`src/rtl/tick_sched_if.sv`:
```
// ---------------------------------------------------------------------------
// tick_sched_if
// Configuration port of the tick scheduler: a valid/ready request that loads
// a new divide ratio and enable for one channel.
//
//   cfg_valid  master -> slave  request valid
//   cfg_ready  slave  -> master port can accept a request this cycle
//   cfg_ch     master -> slave  target channel (CHW bits)
//   cfg_div    master -> slave  new period in clk cycles, 0 disables
//   cfg_en     master -> slave  1 enable the channel, 0 disable it
// ---------------------------------------------------------------------------
interface tick_sched_if #(
  parameter int NCH = 4,
  parameter int CW  = 17
);
  localparam int CHW = (NCH > 1) ? $clog2(NCH) : 1;

  logic           cfg_valid;
  logic           cfg_ready;
  logic [CHW-1:0] cfg_ch;
  logic [CW-1:0]  cfg_div;
  logic           cfg_en;

  modport master (
    output cfg_valid,
    output cfg_ch,
    output cfg_div,
    output cfg_en,
    input  cfg_ready
  );

  modport slave (
    input  cfg_valid,
    input  cfg_ch,
    input  cfg_div,
    input  cfg_en,
    output cfg_ready
  );
endinterface

```
`src/rtl/tick_sched.sv`:
```
// ---------------------------------------------------------------------------
// tick_sched
// Runtime-programmable clock-enable scheduler. Each of NCH channels produces
// a single-cycle strobe once every div[i] clk cycles; downstream logic uses
// o_tick[i] as a clock enable on the master clock. New divide ratios arrive
// over the cfg interface and are held pending until the target channel wraps
// (or is idle, or a sync strobe arrives), so a running channel never emits a
// shortened or stretched period. i_sync restarts the phase of every active
// channel.
//
// Ports
//   clk       in   master clock, everything on posedge
//   rst       in   synchronous active-low reset
//   cfg       if   configuration request port (slave side)
//   i_sync    in   one-cycle strobe, restarts phase of all active channels
//   o_tick    out  per-channel one-cycle enable strobes (decoded from flops)
//   o_active  out  per-channel applied enable state
// ---------------------------------------------------------------------------
module tick_sched #(
  parameter int NCH = 4,
  parameter int CW  = 17
) (
  input  logic           clk,
  input  logic           rst,
  tick_sched_if.slave    cfg,
  input  logic           i_sync,
  output logic [NCH-1:0] o_tick,
  output logic [NCH-1:0] o_active
);

  localparam int            CHW    = (NCH > 1) ? $clog2(NCH) : 1;
  localparam logic [CW-1:0] LP_ONE = CW'(1);

  typedef enum logic {
    ST_IDLE,
    ST_PEND
  } state_t;

  // Per-channel applied configuration and phase counter.
  logic [CW-1:0]  r_cnt [NCH];
  logic [CW-1:0]  r_div [NCH];
  logic [NCH-1:0] r_active;

  // Single pending request slot.
  state_t         r_state;
  state_t         w_state_nxt;
  logic [CHW-1:0] r_p_ch;
  logic [CW-1:0]  r_p_div;
  logic           r_p_en;

  logic [NCH-1:0] w_tick;
  logic           w_ch_ok;
  logic           w_eff_en;
  logic           w_accept;
  logic           w_apply;

  // Tick is decoded purely from registered state, so there is no
  // combinational path from any input to o_tick.
  always_comb begin
    for (int i = 0; i < NCH; i++) begin
      w_tick[i] = r_active[i] && (r_cnt[i] == (r_div[i] - LP_ONE));
    end
  end

  // Channel-index range check. When NCH fills the index field every code is
  // legal, and the compare would be constant, so it is elided.
  if (NCH == (2 ** CHW)) begin : g_ch_full
    assign w_ch_ok = 1'b1;
  end else begin : g_ch_part
    assign w_ch_ok = (cfg.cfg_ch < CHW'(NCH));
  end

  // A zero divisor can never be applied: it turns the request into a disable.
  assign w_eff_en = cfg.cfg_en && (cfg.cfg_div != '0);

  // Config FSM, next-state and outputs.
  // NOTE: every signal written here gets a default first, so no path through
  // the case leaves one unassigned and no latch is inferred.
  always_comb begin
    w_state_nxt   = r_state;
    w_accept      = 1'b0;
    w_apply       = 1'b0;
    cfg.cfg_ready = (r_state == ST_IDLE);
    case (r_state)
      ST_IDLE: begin
        // Requests to a non-existent channel are consumed and dropped.
        if (cfg.cfg_valid && w_ch_ok) begin
          w_accept    = 1'b1;
          w_state_nxt = ST_PEND;
        end
      end
      ST_PEND: begin
        // Apply only at a wrap point of the target: idle channel, its final
        // tick of the old period, or a global phase restart.
        if (!r_active[r_p_ch] || w_tick[r_p_ch] || i_sync) begin
          w_apply     = 1'b1;
          w_state_nxt = ST_IDLE;
        end
      end
      default: w_state_nxt = ST_IDLE;
    endcase
  end

  // NOTE: sequential state is updated with non-blocking assignments only, so
  // every flop samples pre-edge values regardless of block ordering.
  always_ff @(posedge clk) begin
    if (!rst) begin
      r_state <= ST_IDLE;
    end else begin
      r_state <= w_state_nxt;
    end
  end

  // NOTE: the pending payload has no reset; it is only ever read while the
  // FSM is in ST_PEND, and reset forces the FSM back to ST_IDLE.
  always_ff @(posedge clk) begin
    if (w_accept) begin
      r_p_ch  <= cfg.cfg_ch;
      r_p_en  <= w_eff_en;
      r_p_div <= w_eff_en ? cfg.cfg_div : LP_ONE;
    end
  end

  // Channel counters. The tick cycle itself is the last cycle of the old
  // configuration; the counter restarts at zero on the apply edge.
  always_ff @(posedge clk) begin
    for (int i = 0; i < NCH; i++) begin
      if (!rst) begin
        r_cnt[i]    <= '0;
        r_div[i]    <= LP_ONE;
        r_active[i] <= 1'b0;
      end else if (w_apply && (r_p_ch == CHW'(i))) begin
        r_cnt[i]    <= '0;
        r_div[i]    <= r_p_div;
        r_active[i] <= r_p_en;
      end else if (!r_active[i] || i_sync || w_tick[i]) begin
        r_cnt[i]    <= '0;
      end else begin
        r_cnt[i]    <= r_cnt[i] + LP_ONE;
      end
    end
  end

  assign o_tick   = w_tick;
  assign o_active = r_active;

endmodule
```
`src/flat_wrapper.sv`:
```
// flat-port wrapper written by rule: the top's interface ports become plain ports
module tick_sched_flat 
#(
  parameter int NCH = 4,
  parameter int CW  = 17
)
  (clk, rst, i_sync, o_tick, o_active, cfg_cfg_valid, cfg_cfg_ch, cfg_cfg_div, cfg_cfg_en, cfg_cfg_ready);
  tick_sched_if #(.NCH(NCH), .CW(CW)) cfg_i ();
  input  logic clk;
  input  logic rst;
  input  logic i_sync;
  output logic [NCH-1:0] o_tick;
  output logic [NCH-1:0] o_active;
  input wire logic [$bits(cfg_i.cfg_valid)-1:0] cfg_cfg_valid;
  input wire logic [$bits(cfg_i.cfg_ch)-1:0] cfg_cfg_ch;
  input wire logic [$bits(cfg_i.cfg_div)-1:0] cfg_cfg_div;
  input wire logic [$bits(cfg_i.cfg_en)-1:0] cfg_cfg_en;
  output wire logic [$bits(cfg_i.cfg_ready)-1:0] cfg_cfg_ready;
  assign cfg_i.cfg_valid = cfg_cfg_valid;
  assign cfg_i.cfg_ch = cfg_cfg_ch;
  assign cfg_i.cfg_div = cfg_cfg_div;
  assign cfg_i.cfg_en = cfg_cfg_en;
  assign cfg_cfg_ready = cfg_i.cfg_ready;
  tick_sched #(.NCH(NCH), .CW(CW)) u_core (.clk(clk), .rst(rst), .cfg(cfg_i), .i_sync(i_sync), .o_tick(o_tick), .o_active(o_active));
endmodule
```
`config.mk`:
```
export PLATFORM = sky130hd
export DESIGN_NAME = tick_sched_flat
export DESIGN_NICKNAME = d
export VERILOG_FILES = /design/src/rtl/tick_sched_if.sv /design/src/rtl/tick_sched.sv /design/src/flat_wrapper.sv
export SDC_FILE = /design/constraint.sdc
export NUM_CORES = 1
export LEC_CHECK = 0
export ABC_AREA = 1
export BUFFER_PORTS_ARGS = -buffer_cell sky130_fd_sc_hd__buf_2
export CAP_MARGIN = 30
export CORE_MARGIN = 4
export CORE_UTILIZATION = 52
export DETAILED_ROUTE_END_ITERATION = 6
export PLACE_DENSITY = 0.71
export SKIP_LAST_GASP = 1
export SYNTH_ARGS = -nofsm -noshare
export SYNTH_HDL_FRONTEND = slang
export SYNTH_SLANG_ARGS = --single-unit
```
`constraint.sdc`:
```
create_clock -name clk -period 5.42 [get_ports clk]
set_input_delay 0.542 -clock clk [delete_from_list [all_inputs] [get_ports clk]]
set_output_delay 0.542 -clock clk [all_outputs]
set_load 0.02 [all_outputs]
```
==> flow_metrics.env <==
export IMPL_synthArstFlopShare_pct=0
export IMPL_core_um2=19700
export IMPL_initial_core_util_pct=53.5
export IMPL_slew_headroom_pct=48.4
export IMPL_setup_viol=0
export IMPL_antenna_found_initial=0
export IMPL_grt_overflow=0
export IMPL_max_freq_mhz=303
export IMPL_yosysSeqAreaShare_pct=45.4
export IMPL_synth_edf_count=156
export IMPL_crit_fanout=5
export IMPL_synth_avg_cell_area_um2=7.61
export IMPL_tightest_slew_ps=772
export IMPL_synthMuxAreaShare_pct=0
export IMPL_synth_compound_area_share_pct=2.37
export IMPL_cts_inserted_buffers=17
export IMPL_cp_common_cell="nand2_1"
export IMPL_leakage_nw=5.23
export IMPL_synth_top_family_by_area="simple AND/OR/NAND/NOR gates"
export IMPL_cts_hold_buf=0
export IMPL_area_growth_pct=12.0
export IMPL_synth_simple_area_share_pct=37.0
export IMPL_rrSetupSlack_ps=2250
export IMPL_ys_seq_elements=161
export IMPL_io_buffer_count=32
export IMPL_post_cts_setup_buffers=0
export IMPL_ioPinCount=33
export IMPL_p_total_mw=3.02
export IMPL_insertion_delay_ps=430
export IMPL_drt_total_wl_mm=24.4
export IMPL_period_share_pct=60.8
export IMPL_grt_pass1_vias=8139
export IMPL_dieArea_um2=22600
export IMPL_min_path_type="in -> reg"
export IMPL_fin_nets=1521
export IMPL_cts_sinks=161
export IMPL_synth_cells=1386
export IMPL_synth_area_um2=10500
export IMPL_fin_crit_ps=3300
export IMPL_cts_htree_levels=4
export IMPL_drtPass1Iterations=5
export IMPL_wl_met2_mm=11.5
export IMPL_ys_flop_type="edfxtp_1"
export IMPL_clkTransAtPathRegs_ps=60
export IMPL_drive_gt1_share_pct=7.32
export IMPL_hold_viol=0
export IMPL_wirelength_met1_mm=11.5
export IMPL_yosys_area_top_type="edfxtp_1"
export IMPL_num_vias=8830
export IMPL_tns_ps=0
export IMPL_dp_slack_ps=2250
export IMPL_worst_slack_ps=2120
export IMPL_max_cap_viol_count=0
export IMPL_cp_slowest_stage_delay_ps=410
export IMPL_yosys_warnings=0
export IMPL_n_antenna_cell=0
export IMPL_critPathBufInv=2
export IMPL_clk_path_buf_depth=2
export IMPL_arrival_ps=2750
export IMPL_utilization_pct=59.9
export IMPL_grt_max_degree=26
export IMPL_path_cells="inv_1, ha_1, nand2_1, nor2_1, nand2_1, nor2_1, nand2_1, nand2_1, nand2_1, nand2_1, nand2_1, nor4_1, buf_2"
export IMPL_grt_pass1_wl_mm=39.7
export IMPL_worstSetupStartpointType="flop"
export IMPL_tritoncts="done"
export IMPL_critical_path_top_delay_family="simple AND/OR/NAND/NOR gates"
export IMPL_gp_congestion=0.966
export IMPL_synthDominantCellAreaShare_pct=44.4
export IMPL_dp_hpwl_mm=19.1
export IMPL_slew_viol_final=0
export IMPL_ctsRootBufferMaster="clkbuf_16"
export IMPL_die_w_um=150
export IMPL_top_layer="met4"
export IMPL_fp_dieH_um=150
export IMPL_slowest_stage="edfxtp_1"
export IMPL_rows=51
export IMPL_grt_util_all_layers_pct=22.1
export IMPL_synthAdderAreaFrac_pct=0.949
export IMPL_end_kind="output port"
export IMPL_drt_initial_drc_count=576
export IMPL_ant_nets=0
export IMPL_yosys_area_share_xor_xnor_pct=6.81
export IMPL_rsz0062_at_grt="false"
export IMPL_crit_type="reg -> out"
export IMPL_worstPathRequired_ps=4880
export IMPL_status="complete, no violations"
export IMPL_cts_resized=0
export IMPL_viasPerCell=5.00
export IMPL_wl_per_cell_um=13.8
export IMPL_p_per_area_nw_per_um2=256
export IMPL_met3_length_mm=1.04
export IMPL_synth_area_leaders="edfxtp_1 (44%), nand2_1 (12%), nor2_1 (11%)"
export IMPL_drcViolationCount=0
export IMPL_irDropWorstVdd_mv=0.213
export IMPL_skew_ps=13.0
export IMPL_netlist_cell_type_count=43
[registers in the layout, summed over array words and instances (netlist names)]
name,cells
u_core.r_state,1
u_core.r_cnt,68
u_core.r_p_ch,2
u_core.o_active,4
u_core.r_div,68
u_core.r_p_en,1
u_core.r_p_div,17
[worst paths after layout]
kind / startpoint / end / cells past startpoint
min reg2reg: u_core.o_active[2] / u_core.o_active[2] / 2
min: cfg_cfg_ch[0] / u_core.r_p_ch[0] / 1
max reg2reg: u_core.r_div[1][0] / u_core.r_div[1][9] / 14
max: u_core.r_div[1][17] / o_tick[3] / 13
[layer usage]
metal | up-vias | global-route usage, %
met2 | 203 | 36.7
met4 | 0 | 5.31
li1 | 4632 | -
met1 | 3969 | 30.9
met5 | - | 0
met3 | 26 | 2.80
[cell families after synthesis]
group,Yosys count
flops,161
other cells,1
compound gates,45
xor+xnor,82
simple gates,884
fa+ha+maj,8
buf+inv,205
[synthesized netlist by cell type, types with 2 or more instances]
library cell	count
a21oi_1	13
a31o_2	3
and2_1	2
and3_1	2
buf_2	4
buf_6	2
clkbuf_1	9
clkinv_1	2
dfxtp_1	5
edfxtp_1	156
ha_1	8
inv_1	175
inv_2	12
nand2_1	334
nand2_2	2
nand3_1	100
nand3_2	4
nand3b_1	21
nand4_1	41
nor2_1	296
nor2_2	19
nor2_4	2
nor3_1	24
nor3b_1	13
nor4_1	11
nor4b_1	2
o21ai_0	17
o21ai_1	6
o21bai_1	2
or2_1	2
or2_2	5
xnor2_1	26
xor2_1	56
[metrics by stage]
stage	hold slack [ps]	instances	cell area, um^2
4_1_cts	282	1767	11800
3_3_place_gp	565	1735	11200
6_report	290	1767	11800
5_1_grt	280	1767	11800
2_1_floorplan	527	1453	10800
3_5_place_dp	563	1735	11200
[cell usage in the layout (no fill, tap or decap), types with 24 or more instances in the layout]
cell type,synthesis,routed
nor2_1,296,296
xor2_1,56,56
conb_1,1,68
nand3_1,100,100
nand2_1,334,334
xnor2_1,26,26
inv_1,175,175
nor3_1,24,24
edfxtp_1,156,156
buf_2,4,32
nand4_1,41,41
[final cells by class]
| cell class | count | area, um^2 |
|---|---|---|
| sequential | 161 | 4780 |
| clock buffer | 18 | 429 |
| multi-input combinational | 1087 | 5220 |
| fill | 1751 | 7910 |
| clock inverter | 14 | 165 |
| inverter | 189 | 709 |
| tap | 265 | 332 |
| timing repair buffer | 33 | 168 |
[power by group]
group	total (mW)	internal, mW	switching [mW]
Combinational	0.308	0.0976	0.211
Clock	1.23	0.723	0.508
Sequential	1.48	1.42	0.0583
Total	3.02	2.25	0.777
(Power assumes the default switching activity.)
